**config.mk**
```make
export PLATFORM = sky130hd
export DESIGN_NAME = regincr_credit_collector
export DESIGN_NICKNAME = d
export VERILOG_FILES = /design/src/rtl/regincr_credit_collector_pkg.sv /design/src/rtl/regincr_credit_collector_fifo.sv /design/src/rtl/regincr_credit_collector.sv
export SDC_FILE = /design/constraint.sdc
export NUM_CORES = 1
export LEC_CHECK = 0
export BUFFER_PORTS_ARGS = -buffer_cell sky130_fd_sc_hd__buf_2
export CORE_MARGIN = 1.5
export CORE_UTILIZATION = 55
export DETAILED_ROUTE_END_ITERATION = 10
export PLACE_DENSITY = 0.77
export SYNTH_ARGS = -nofsm -noshare
export SYNTH_HDL_FRONTEND = slang
export SYNTH_SLANG_ARGS = --single-unit
```
**constraint.sdc**
```tcl
create_clock -name clk -period 2.85 [get_ports clk]
set_input_delay 0.1425 -clock clk [delete_from_list [all_inputs] [get_ports clk]]
set_output_delay 0.1425 -clock clk [all_outputs]
set_load 0.03 [all_outputs]
```
**src/rtl/regincr_credit_collector_pkg.sv**
```systemverilog
// Shared helpers for the registered-incrementer credit collector.
// Contents:
//   popcount32 - number of set bits in a 32-bit vector. It counts the
//                in-flight pipeline slots when issue credits are computed.
package regincr_credit_collector_pkg;

    function automatic int popcount32(input logic [31:0] v);
        int n;
        n = 0;
        for (int i = 0; i < 32; i++) begin
            if (v[i]) n++;
        end
        return n;
    endfunction

endpackage

```
**src/rtl/regincr_credit_collector_fifo.sv**
```systemverilog
// regincr_fifo: circular buffer that holds the captured incrementer results.
// The read and write pointers wrap modulo p_depth. The occupancy count
// ranges from 0 to p_depth.
// Ports:
//   clk, reset        clock, synchronous active-high reset (control state only)
//   enq_en, enq_msg   write enq_msg at the tail this cycle
//   deq_en            pop the head entry this cycle
//   deq_msg           head entry (valid when !empty)
//   count             occupancy
//   full, empty       occupancy flags
module regincr_fifo #(
    parameter int p_nbits = 8,
    parameter int p_depth = 4
) (
    input  logic                         clk,
    input  logic                         reset,
    input  logic                         enq_en,
    input  logic [p_nbits-1:0]           enq_msg,
    input  logic                         deq_en,
    output logic [p_nbits-1:0]           deq_msg,
    output logic [$clog2(p_depth+1)-1:0] count,
    output logic                         full,
    output logic                         empty
);
    localparam int PW = (p_depth > 1) ? $clog2(p_depth) : 1;
    localparam int CW = $clog2(p_depth+1);

    logic [p_nbits-1:0] mem_q [p_depth];
    logic [PW-1:0]      wr_ptr_q, wr_ptr_d;
    logic [PW-1:0]      rd_ptr_q, rd_ptr_d;
    logic [CW-1:0]      count_q, count_d;
    logic               enq_fire, deq_fire;

    // Explicit wrap so that a non-power-of-2 depth still indexes correctly.
    function automatic logic [PW-1:0] ptr_inc(input logic [PW-1:0] p);
        if (p == PW'(p_depth - 1)) return '0;
        return p + PW'(1);
    endfunction

    assign full     = (count_q == CW'(p_depth));
    assign empty    = (count_q == '0);
    assign enq_fire = enq_en && !full;
    assign deq_fire = deq_en && !empty;
    assign deq_msg  = mem_q[rd_ptr_q];
    assign count    = count_q;

    always_comb begin
        wr_ptr_d = wr_ptr_q;
        rd_ptr_d = rd_ptr_q;
        count_d  = count_q;
        if (enq_fire) wr_ptr_d = ptr_inc(wr_ptr_q);
        if (deq_fire) rd_ptr_d = ptr_inc(rd_ptr_q);
        // A simultaneous push and pop leaves the occupancy unchanged.
        case ({enq_fire, deq_fire})
            2'b10:   count_d = count_q + CW'(1);
            2'b01:   count_d = count_q - CW'(1);
            default: count_d = count_q;
        endcase
    end

    always_ff @(posedge clk) begin
        if (reset) begin
            wr_ptr_q <= '0;
            rd_ptr_q <= '0;
            count_q  <= '0;
        end else begin
            wr_ptr_q <= wr_ptr_d;
            rd_ptr_q <= rd_ptr_d;
            count_q  <= count_d;
        end
    end

    // Storage is not reset. Stale entries are unreachable once the pointers clear.
    always_ff @(posedge clk) begin
        if (enq_fire) mem_q[wr_ptr_q] <= enq_msg;
    end

endmodule

```
**src/rtl/regincr_credit_collector.sv**
```systemverilog
// regincr_credit_collector: sits downstream of a fixed-latency registered
// incrementer that cannot stall. It tracks which incrementer slots carry
// valid data and captures those results into a FIFO. The FIFO drives a
// val/rdy output stream. Issue credits (in_rdy) count both the buffered
// entries and the in-flight entries, so the FIFO can never overflow.
// Ports:
//   clk, reset   clock, synchronous active-high reset
//   in_val       upstream drives a valid value into the incrementer
//   in_rdy       upstream may issue this cycle
//   pipe_out     incrementer output
//   out_val      out_msg holds a valid result
//   out_rdy      consumer accepts out_msg this cycle
//   out_msg      oldest captured result
//   out_count    FIFO occupancy
module regincr_credit_collector
    import regincr_credit_collector_pkg::*;
#(
    parameter int p_nbits   = 8,
    parameter int p_latency = 2,
    parameter int p_depth   = 4
) (
    input  logic                         clk,
    input  logic                         reset,
    input  logic                         in_val,
    output logic                         in_rdy,
    input  logic [p_nbits-1:0]           pipe_out,
    output logic                         out_val,
    input  logic                         out_rdy,
    output logic [p_nbits-1:0]           out_msg,
    output logic [$clog2(p_depth+1)-1:0] out_count
);
    localparam int CW = $clog2(p_depth+1);

    logic [p_latency-1:0] vld_q, vld_d;
    logic                 issue, enq, deq;
    logic                 fifo_full, fifo_empty;
    logic [CW-1:0]        count;
    int                   credits_used;

    assign issue = in_val & in_rdy;

    // Valid shift register that mirrors the incrementer pipeline.
    always_comb begin
        vld_d    = vld_q;
        vld_d[0] = issue;
        for (int i = 1; i < p_latency; i++) begin
            vld_d[i] = vld_q[i-1];
        end
    end

    always_ff @(posedge clk) begin
        if (reset) vld_q <= '0;
        else       vld_q <= vld_d;
    end

    // Credits are built from registered state only (plus reset). A slot that
    // a dequeue frees therefore shows up as a credit on the following cycle.
    always_comb begin
        credits_used = int'(count) + popcount32(32'(vld_q));
    end

    assign in_rdy = !reset && !fifo_full && (credits_used < p_depth);

    assign enq = vld_q[p_latency-1];
    assign deq = out_val & out_rdy;

    regincr_fifo #(
        .p_nbits (p_nbits),
        .p_depth (p_depth)
    ) u_fifo (
        .clk     (clk),
        .reset   (reset),
        .enq_en  (enq),
        .enq_msg (pipe_out),
        .deq_en  (deq),
        .deq_msg (out_msg),
        .count   (count),
        .full    (fifo_full),
        .empty   (fifo_empty)
    );

    assign out_val   = !fifo_empty;
    assign out_count = count;

endmodule

```
== Word level (Yosys, flattened, before mapping) ==
Memories as Yosys holds them, arrays and structs flattened. A register that Yosys moved wholly into a read port is not among the register bits.
Cells that the tools add are included.

* Add/subtract/negate cells: 6
* $lt $le $gt $ge: 1
* Eq/ne operators: 5
* Mux-type cells: 15
* Bitwise logic cells: 2
* Reductions and logical operators: 9

{| class="wikitable"
|+ Operator list
! operator !! number
|-
| $add A32 B2 Y32 const B || 1
|-
| $add A4 B32 Y32 || 1
|-
| $lt A32 B4 Y1 const B || 1
|-
| $mux W32 || 1
|-
| $mux W2 || 6
|-
| $mux W1 || 7
|-
| $eq A2 B2 Y1 const B || 3
|-
| $pmux W3 S2 || 1
|-
| $add A2 B1 Y2 const B || 2
|-
| $logic_and A1 B1 Y1 || 4
|-
| $add A3 B1 Y3 const B || 1
|-
| $eq A3 B3 Y1 const B || 1
|-
| $logic_not A1 Y1 || 3
|-
| $logic_not A3 Y1 || 1
|-
| $sub A3 B1 Y3 const B || 1
|-
| $and A1 B1 Y1 || 2
|-
| $eq A2 B1 Y1 const B || 1
|-
| $reduce_bool A2 Y1 || 1
|}

* Bits in registers: 9
* Memory bits (writable): 32
* Input port bits: 12
* Word-level logic and storage cells: 43
* Memories kept: 1

{| class="wikitable"
|+ Memory list
! name !! words !! bits a word !! read ports !! clocked after memory_dff !! wr ports !! line !! text
|-
| u_fifo.mem_q || 4 || 8 || 1 || 1 || 1 || regincr_credit_collector_fifo.sv:28 || <nowiki>logic [p_nbits-1:0] mem_q [p_depth];</nowiki>
|}

== Logic depth before layout (Yosys ltp) ==
Gate-level depths: netlist of run 1.

* Word-level depth: 8
* Depth in mapped cells: 9

== Modules after synthesis ==
Synthesis of run 1 repeated with hierarchy kept, for this count alone.

* Cell total of the unflattened synthesis: 107
* Area total of the unflattened synthesis: 1765.4 um^2

{| class="wikitable"
|+ By module, submodules not included
! module !! times used !! cells each !! area each (um^2)
|-
| regincr_fifo || 1 || 96 || 1647.8
|-
| regincr_credit_collector || 1 || 11 || 117.6
|}

== Worst setup path before layout of run 1 ==
OpenSTA, ideal clock, no wires.

* Path type: register -> register
* From: reg u_fifo.count_q[2], in the netlist u_fifo.count[2]
* To: reg u_fifo.count_q[2], in the netlist u_fifo.count[2]
* Setup time: 0.071 ns
* Arrival time: 2.453 ns
* Slack: 0.326 ns
* Stages on the path, launching flop included: 10
* Path buffers: 0
* Cell sequence: dfxtp_1 or3b_4 and2_4 inv_1 ha_1 inv_1 fa_1 xor2_1 or3_2 a21oi_1

* Word-level cells in the longest chain between the ends: 6
* Elaborated cells on any way between the ends: 13
* Classes of those cells: 2 x add/sub; 3 x eq/ne; 1 x mux; 1 x bitwise; 6 x reduce/logical

{| class="wikitable"
|+ RTL lines
! item !! line !! text
|-
| start, declared || regincr_credit_collector_fifo.sv:31 || <nowiki>logic [CW-1:0] count_q, count_d;</nowiki>
|-
| start signal, assigned || regincr_credit_collector_fifo.sv:69 || <nowiki>count_q <= count_d;</nowiki>
|-
| $logic_not A3 Y1 || regincr_credit_collector_fifo.sv:41 || <nowiki>assign empty = (count_q == '0);</nowiki>
|-
| $logic_not A1 Y1 || regincr_credit_collector_fifo.sv:43, regincr_credit_collector.sv:82 ||
|-
| $and A1 B1 Y1 || regincr_credit_collector.sv:65 || <nowiki>assign deq = out_val & out_rdy;</nowiki>
|-
| $logic_and A1 B1 Y1 || regincr_credit_collector_fifo.sv:43 || <nowiki>assign deq_fire = deq_en && !empty;</nowiki>
|-
| $eq A2 B1 Y1 / $eq A2 B2 Y1 (equally long branches) || regincr_credit_collector_fifo.sv:54 || <nowiki>case ({enq_fire, deq_fire})</nowiki>
|-
| $pmux W3 S2 / $reduce_bool A2 Y1 (equally long branches) || -- ||
|}

Parallel ways exist; a longest one is shown, timed or not.
A chain may end at the register's enable or synchronous reset.

== Worst setup path after layout of run 1 ==
Ends and elaborated chain as after synthesis.

==> results.toml, run 1 <==
[worst_setup_path]
worstSetupPathType = "flip-flop to flip-flop"
path_cells = "or3b_4 > and2_4 > inv_1 > ha_1 > inv_1 > fa_1 > xor2_1 > or3_2 > a21oi_1"
startpoint_type = "flip-flop"
crit_path_frequent_cell = "inv_1"
arrival_ps = 2780
crit_required_ps = 3130
reg2reg_slack_ps = 340
cpPeakStageDelay_ps = 450
critPathTopFamily = "simple AND/OR/NAND/NOR gates"
endpoint_kind = "flip-flop"
r2r-start = "u_fifo.count[2]$_SDFFE_PP0P_"
worstPathMaxFanout = 7
rr_endpoint = "u_fifo.count[2]$_SDFFE_PP0P_"
cp_slowest_cell = "dfxtp_1"
rr_worst_depth = 9
crit_buf_inv = 2

[hold_path]
min_from = "pipe_out[2]"
min_path_cells = 1
hold_path_end = "u_fifo.mem_q[0][2]$_DFFE_PP_"
hold_path_class = "primary input to flip-flop"

[timing]
finalMaxSlewViolations = 0
worst_pin_slew_ps = 550
setup_slack_ps = 344
min_period_over_period_pct = 87.9
holdWs_ps = 20.1
relSlewSlack_pct = 63.1
rsz0062_at_grt = "no"
finalSetupTns_ps = 0
clock_skew_ps = 9.71
timing.fmax_mhz = 399
timing.final.hold_violations = 0
finalCriticalPeriod_ps = 2510
setup_viol = 0

[logic_synthesis]
synth_cells = 102
synth_seq_area_share_pct = 68.1
syn_area_um2 = 1740
syn_nets = 123
yosysMostFrequentCell = "edfxtp_1"
synthesis.area_per_instance_um2 = 17.0
ys_warn_count = 0
synth_cell_type_count = 28
ys_top_cells_by_area = "edfxtp_1 55%, dfxtp_1 13%, mux4_2 10%"
synth-edff-count = 32
ys.flop_type = "edfxtp_1"
yosys.area.top_type = "edfxtp_1"
synth-seq-cells = 43
synth_top_area_share_pct = 55.4
synth.top_cells.by_count = "32 x edfxtp_1, 11 x dfxtp_1, 8 x ha_1, 8 x mux4_2, 7 x inv_1"
async_reset_ff_share_pct = 0

[status]
status = "finished, final reports clean"

[layout]
n_fill_cell = 221
fin_area_um2 = 2030
final_nets = 159
diodes = 0
synthToLayoutAreaGrowth_pct = 16.9
drive_gt1_share_pct = 33.8

[placed_design]
dp_hpwl_mm = 1.92
place_area_um2 = 1900
pre_cts_slack_ps = 352
port_buffers = 24
gp_congestion = 0.739

[grt]
grt_usage_pct = 17.6
antenna_found_initial = 0
grt_max_degree = 14
grt_pass1_wl_mm = 4.24
gr-total-overflow = 0
grt_pass1_vias = 969

[power]
ir_drop_uv = 517
p_per_area_nw_per_um2 = 704
p_leak_nw = 0.764

[detailed_routing]
avgRoutedWirePerCell_um = 15.2
drt-total-wl_mm = 2.79
final_antenna_net_count = 0
via_count = 958
drt-initial-drc-count = 35
via_per_inst = 5.23
drc_errors = 0
firstDrtPassIters = 4

[floorplanning]
die_area_um2 = 3500
core_area_um2 = 3030
num_rows = 20
fp.dieW_um = 59.2
initial_utilization_pct = 57.3
ios = 25
die_h_um = 59.2

[clock_network]
cts_resized = 0
cts_sinks = 43
clock_latency_ps = 340
path_clk_slew_ps = 110
cts_max_level = 2
tritoncts = "built"
post_cts_buffers = 0
clock-root-buffer = "clkbuf_4"
cts_max_path_buffers = 2
cts_buffers = 5

[run]
max-cap-violations = 0
==> through the flow <==
stage          std cells  util [%]  power, W
2_1_floorplan        102         -   0.00106
3_3_place_gp         167      62.7   0.00115
3_5_place_dp         167      62.7   0.00116
4_1_cts              180      66.0   0.00144
5_1_grt              183      67.0   0.00150
6_report             183      67.0   0.00143
==> flip-flops by register name, indices dropped and copies added, names as in the netlist, named ones only <==
name,count
u_fifo.rd_ptr_q,2
u_fifo.count,3
vld_q,2
u_fifo.wr_ptr_q,2
u_fifo.mem_q,32
==> kinds of logic (layout without fill, tap and decap cells) <==
kind of cell,count (synthesis),in the layout,share of synthesized area [%]
buffers and inverters,10,47,2.23
xor gates and xnor gates,2,2,1.01
and+or+nand+nor,21,21,7.57
DFF,43,43,68.1
muxes,10,10,11.5
adders and majority gates,9,9,6.92
AOI/OAI and AO/OA,7,7,2.67
==> cells in the final DEF, fill, tap and decap left out, types with 2 or more instances in the layout <==
cell type / synthesis / final
clkbuf_4: 0 / 5
mux2i_1: 2 / 2
dlygate4sd3_1: 0 / 8
mux4_2: 8 / 8
and3_2: 4 / 4
nand2b_1: 2 / 2
inv_1: 7 / 7
nor2_1: 4 / 4
or3_2: 2 / 2
xor2_1: 2 / 2
or3_1: 2 / 2
buf_2: 1 / 24
edfxtp_1: 32 / 32
a21oi_1: 3 / 3
dfxtp_1: 11 / 11
ha_1: 8 / 8
==> per-layer routing <==
metal	GRT usage (%)	vias up	share of wire, %	wire length (µm)
met4	8.77	0	1.7	47
met3	6.55	5	4.5	126
met5	0	-	0	0
met2	29.0	31	51	1420
met1	20.2	467	43	1200
li1	-	455	-	-
==> where the power goes <==
part	internal, W	switching, W
Sequential	0.000709	0.0000568
Combinational	0.000164	0.000221
Clock	0.0000929	0.000183
==> how the worst max path moves through the flow <==
stage / startpoint / endpoint / slack, ps / cells after the start
detailed placement: u_fifo.count[2]$_SDFFE_PP0P_ / u_fifo.count[2]$_SDFFE_PP0P_ / 350 / 9
finish: u_fifo.count[2]$_SDFFE_PP0P_ / u_fifo.count[2]$_SDFFE_PP0P_ / 340 / 9
global placement: u_fifo.count[2]$_SDFFE_PP0P_ / u_fifo.count[2]$_SDFFE_PP0P_ / 480 / 9
floorplan: u_fifo.count[2]$_SDFFE_PP0P_ / u_fifo.count[2]$_SDFFE_PP0P_ / 330 / 9
global route: u_fifo.count[2]$_SDFFE_PP0P_ / u_fifo.count[2]$_SDFFE_PP0P_ / 250 / 9
CTS: u_fifo.count[2]$_SDFFE_PP0P_ / u_fifo.count[2]$_SDFFE_PP0P_ / 330 / 9
==> layout make-up <==
cell class | instances | area, µm² | share of cell area [%]
Clock buffer | 6 | 41.3 | 2.04
Clock inverter | 2 | 8.76 | 0.432
Inverter | 7 | 26.3 | 1.30
Multi-Input combinational cell | 49 | 515 | 25.4
Sequential cell | 43 | 1180 | 58.2
Tap cell | 44 | 55.1 | 2.71
Timing Repair Buffer | 32 | 200 | 9.87
==> what timing repair did <==
item,in CTS,in global routing
hold endpoints to repair,11,8
endpoints found under the setup margin,0,0
hold buffers,5,3
Note: power is estimated with default switching activity, not from simulation.
==> run 2: changes to the inputs <==
- clock period: 2.85 -> 2.6 ns (I/O delays scaled with it)
==> run 2 against run 1 <==
Net effect: cell count rose by 1.1%; sequential power rose by 9.7%; combinational power rose by 11%; register-to-register slack got worse by 220 ps; largest cell class unchanged.
==> results.toml, run 2 (synthesis gave the netlist of run 1 again) <==
[grt]
gr-total-overflow = 0
grt_pass1_vias = 954
antenna_found_initial = 0
grt_pass1_wl_mm = 4.37
grt_usage_pct = 18.4
grt_max_degree = 13

[detailed_routing]
drc_errors = 0
avgRoutedWirePerCell_um = 15.3
final_antenna_net_count = 0
drt-initial-drc-count = 35
drt-total-wl_mm = 2.83
via_per_inst = 5.17
firstDrtPassIters = 4
via_count = 956

[floorplanning]
die_area_um2 = 3500
initial_utilization_pct = 57.3
core_area_um2 = 3030
ios = 25
die_h_um = 59.2
fp.dieW_um = 59.2
num_rows = 20

[worst_setup_path]
crit_buf_inv = 2
cpPeakStageDelay_ps = 430
startpoint_type = "flip-flop"
critPathTopFamily = "simple AND/OR/NAND/NOR gates"
crit_path_frequent_cell = "inv_1"
path_cells = "or3b_4 > and2_4 > inv_1 > ha_1 > inv_1 > fa_1 > xor2_1 > or3_2 > a21oi_1"
crit_required_ps = 2880
arrival_ps = 2760
endpoint_kind = "flip-flop"
worstSetupPathType = "flip-flop to flip-flop"
cp_slowest_cell = "dfxtp_1"
worstPathMaxFanout = 7

[layout]
drive_gt1_share_pct = 34.0
synthToLayoutAreaGrowth_pct = 17.9
utilization_pct = 67.6
regMostFlops = "u_fifo.mem_q"
final_cell_mix = "32 x edfxtp_1, 24 x buf_2, 11 x dfxtp_1, 9 x dlygate4sd3_1"
final_common_cell = "edfxtp_1"
largest_reg_flops = 32
final_nets = 161
diodes = 0

[power]
p_leak_nw = 0.772
ir_drop_uv = 562
p_per_area_nw_per_um2 = 770

[timing]
finalMaxSlewViolations = 0
timing.final.hold_violations = 0
min_period_over_period_pct = 95.3
clock_skew_ps = 8.43
finalCriticalPeriod_ps = 2480
timing.fmax_mhz = 404
worst_pin_slew_ps = 549
setup_viol = 0
relSlewSlack_pct = 63.4
finalSetupTns_ps = 0
rsz0062_at_grt = "no"

[clock_network]
path_clk_slew_ps = 110
post_cts_buffers = 0
cts_max_path_buffers = 2
cts_buffers = 5
tritoncts = "built"
clock_latency_ps = 350
clock-root-buffer = "clkbuf_4"
cts_resized = 0
cts-hold-fix-buffers = 9
cts_max_level = 2
cts_sinks = 43

[placed_design]
dp_hpwl_mm = 1.90
gp_congestion = 0.739
port_buffers = 24

[run]
max-cap-violations = 0

[hold_path]
hold_path_class = "primary input to flip-flop"

[status]
status = "finished, final reports clean"
run 2: cell count changes in the layout (fill, tap and decap cells not counted):
| cell | previous run | this run |
|---|---|---|
| buf_4 | 0 | 1 |
| clkbuf_1 | 1 | 2 |
| clkinv_1 | 1 | 0 |
| dlygate4sd3_1 | 8 | 9 |
run 2: final cells by class:
type | instances | area (µm²)
inverter | 7 | 26.3
multi-input combinational | 49 | 515
timing repair buffer | 34 | 218
clock inverter | 1 | 5.00
sequential | 43 | 1180
tap | 44 | 55.1
clock buffer | 7 | 45.0
fill | 210 | 982
run 2: metal layers:
metal / up-vias / share of wire, % / global-route usage, %
met1: 459 / 43 / 22.0
met3: 7 / 5.5 / 5.02
li1: 461 / - / -
met2: 29 / 49 / 27.9
met5: - / 0 / 0
met4: 0 / 2.0 / 14.6
run 2: through the flow:
| stage | instances | hold slack [ps] | instance area (µm²) | setup slack [ps] | total power, W |
|---|---|---|---|---|---|
| floorplan | 102 | 229 | 1740 | 75.9 | 0.00117 |
| global placement | 168 | 336 | 1910 | 224 | 0.00127 |
| detailed placement | 168 | 353 | 1910 | 163 | 0.00128 |
| CTS | 185 | 69.5 | 2050 | 122 | 0.00159 |
| global route | 185 | 77.6 | 2050 | 27.4 | 0.00166 |
| finish | 185 | 82.0 | 2050 | 122 | 0.00158 |
run 2: final timing paths:
| path | from | endpoint | slack (ps) | depth (start not counted) |
|---|---|---|---|---|
| max | u_fifo.count[2]$_SDFFE_PP0P_ | u_fifo.count[2]$_SDFFE_PP0P_ | 120 | 9 |
| min | reset | u_fifo.count[2]$_SDFFE_PP0P_ | 80 | 2 |
| min reg2reg | vld_q[0]$_SDFF_PP0_ | vld_q[1]$_SDFF_PP0_ | 490 | 1 |
| max reg2reg | u_fifo.count[2]$_SDFFE_PP0P_ | u_fifo.count[2]$_SDFFE_PP0P_ | 120 | 9 |
run 2: worst register-to-register path: stages, from the launching register on:
cell,delay [ps]
dfxtp_1,430
or3b_4,440
and2_4,190
inv_1,60
ha_1,180
inv_1,60
fa_1,370
xor2_1,160
or3_2,400
a21oi_1,140
run 2: where the power goes:
| part | internal [W] | switching (W) |
|---|---|---|
| registers | 0.000777 | 0.0000627 |
| clock network | 0.000106 | 0.000201 |
| logic | 0.000188 | 0.000242 |
==> run 3: changes to the inputs <==
- PLACE_DENSITY: 0.77 -> 0.75
- SLEW_MARGIN: unset -> 20
==> run 3 against run 2 <==
Net effect: die area stayed put; clock power rose by 31%; wire length increased by 2.4%; total power rose by 6.2%; sequential cell count is the same; maximum frequency shrank 0.79%; non-clock buffer count down 1; critical path type unchanged; combinational power about the same.
==> results.toml, run 3 (synthesis gave the netlist of run 1 again) <==
[power]
p_per_area_nw_per_um2 = 810
switchingPower_w = 0.000515
p_leak_nw = 0.782
netSwitchingFraction_pct = 30.8
power_frac_clock_pct = 23.9
p_seq_share_pct = 50.4
intPower_w = 0.00116
ir_drop_uv = 565
pwr-share-comb_pct = 25.8

[timing]
setup_viol = 0
timing.fmax_mhz = 400
rsz0062_at_grt = "no"
clock_skew_ps = 11.0
timing.final.hold_violations = 0
min_period_over_period_pct = 96.1
worst_pin_slew_ps = 572
finalMaxSlewViolations = 0
finalSetupTns_ps = 0
finalCriticalPeriod_ps = 2500
relSlewSlack_pct = 61.5

[grt]
grt_pass1_wl_mm = 4.35
grt_usage_pct = 18.2
antenna_found_initial = 0
grt_pass1_vias = 992
grt_max_degree = 14
gr-total-overflow = 0

[layout]
final_nets = 160
fin_area_um2 = 2070
utilization_pct = 68.2
diodes = 0
largest_reg_flops = 32
drive_gt1_share_pct = 35.0
regMostFlops = "u_fifo.mem_q"
final_cell_mix = "32 x edfxtp_1, 24 x buf_2, 10 x dfxtp_1, 9 x dlygate4sd3_1"
final_common_cell = "edfxtp_1"
synthToLayoutAreaGrowth_pct = 19.0

[worst_setup_path]
startpoint_type = "flip-flop"
rr_worst_depth = 9
rr_endpoint = "u_fifo.count[2]$_SDFFE_PP0P_"
arrival_ps = 2780
crit_required_ps = 2880
reg2reg_slack_ps = 100
r2r-start = "u_fifo.count[0]$_SDFFE_PP0P_"
endpoint_kind = "flip-flop"
worstPathMaxFanout = 7
worstSetupPathType = "flip-flop to flip-flop"

[clock_network]
tritoncts = "built"
cts_buffers = 5
cts_max_path_buffers = 2
clock-root-buffer = "clkbuf_4"
cts_max_level = 2
path_clk_slew_ps = 120
post_cts_buffers = 0
clock_latency_ps = 350
cts_sinks = 43

[detailed_routing]
drt-initial-drc-count = 34
avgRoutedWirePerCell_um = 15.8
drt-total-wl_mm = 2.90
via_count = 971
drc_errors = 0
final_antenna_net_count = 0
via_per_inst = 5.28
firstDrtPassIters = 4

[placed_design]
gp_congestion = 0.737
dp_hpwl_mm = 1.87
port_buffers = 24
place_area_um2 = 1900

[floorplanning]
ios = 25
die_area_um2 = 3500
core_area_um2 = 3030
initial_utilization_pct = 57.3
num_rows = 20
die_h_um = 59.2
fp.dieW_um = 59.2

[hold_path]
hold_path_end = "u_fifo.count[2]$_SDFFE_PP0P_"
min_from = "reset"
hold_path_class = "primary input to flip-flop"
min_path_cells = 2

[run]
max-cap-violations = 0

[status]
status = "finished, final reports clean"
-- run 3: metal layers --
metal  global-route usage (%)  up-vias  wire length [µm]
met4                     9.74        0                69
met2                     31.4       29              1540
li1                         -      455                 -
met1                     19.9      478              1150
met3                     5.90        9               132
met5                        0        -                 0
-- run 3: final cells by class --
class	count	area [µm²]
fill	212	962
clock inverter	3	38.8
sequential	43	1180
inverter	7	26.3
tap	44	55.1
multi-input combinational	49	515
timing repair buffer	33	210
clock buffer	5	37.5
-- run 3: repair_timing --
action                                 4_1_cts  5_1_grt
resized for setup                            0        1
endpoints found under the hold margin       33        0
setup endpoints to repair                    0        1
hold buffers                                 9        0
-- run 3: per-stage QoR --
step	total power (W)	hold WS, ps	worst slack (ps)	instances
global placement	0.00127	338	226	167
floorplan	0.00117	229	75.9	102
detailed placement	0.00128	336	137	167
global route	0.00175	57.4	10.9	184
CTS	0.00169	55.0	103	184
finish	0.00167	70.6	102	184
-- run 3: how the worst max path moves through the flow --
| stage | startpoint | endpoint | slack [ps] | cells past startpoint |
|---|---|---|---|---|
| detailed placement | u_fifo.count[2]$_SDFFE_PP0P_ | u_fifo.count[2]$_SDFFE_PP0P_ | 140 | 9 |
| floorplan | u_fifo.count[2]$_SDFFE_PP0P_ | u_fifo.count[2]$_SDFFE_PP0P_ | 80 | 9 |
| CTS | u_fifo.count[2]$_SDFFE_PP0P_ | u_fifo.count[2]$_SDFFE_PP0P_ | 100 | 9 |
| global route | u_fifo.count[0]$_SDFFE_PP0P_ | u_fifo.count[2]$_SDFFE_PP0P_ | 10 | 9 |
| global placement | u_fifo.count[2]$_SDFFE_PP0P_ | u_fifo.count[2]$_SDFFE_PP0P_ | 230 | 9 |
| finish | u_fifo.count[0]$_SDFFE_PP0P_ | u_fifo.count[2]$_SDFFE_PP0P_ | 100 | 9 |
-- run 3: power by group through the flow --
stage                     registers [W]  logic (W)  clock network (W)
after floorplan                0.000849   0.000316                  0
after global placement         0.000854   0.000411                  0
after detailed placement       0.000860   0.000415                  0
after CTS                      0.000844   0.000430           0.000412
after global routing           0.000851   0.000458           0.000435
final                          0.000843   0.000431           0.000400
-- run 3: critical path: stages (launching register included) --
cell and delay (ps):
dfxtp_1 400, or3b_4 450, and2_4 190, inv_1 60, ha_1 180, inv_1 60
fa_1 370, xor2_1 170, or3_2 410, a21oi_1 160
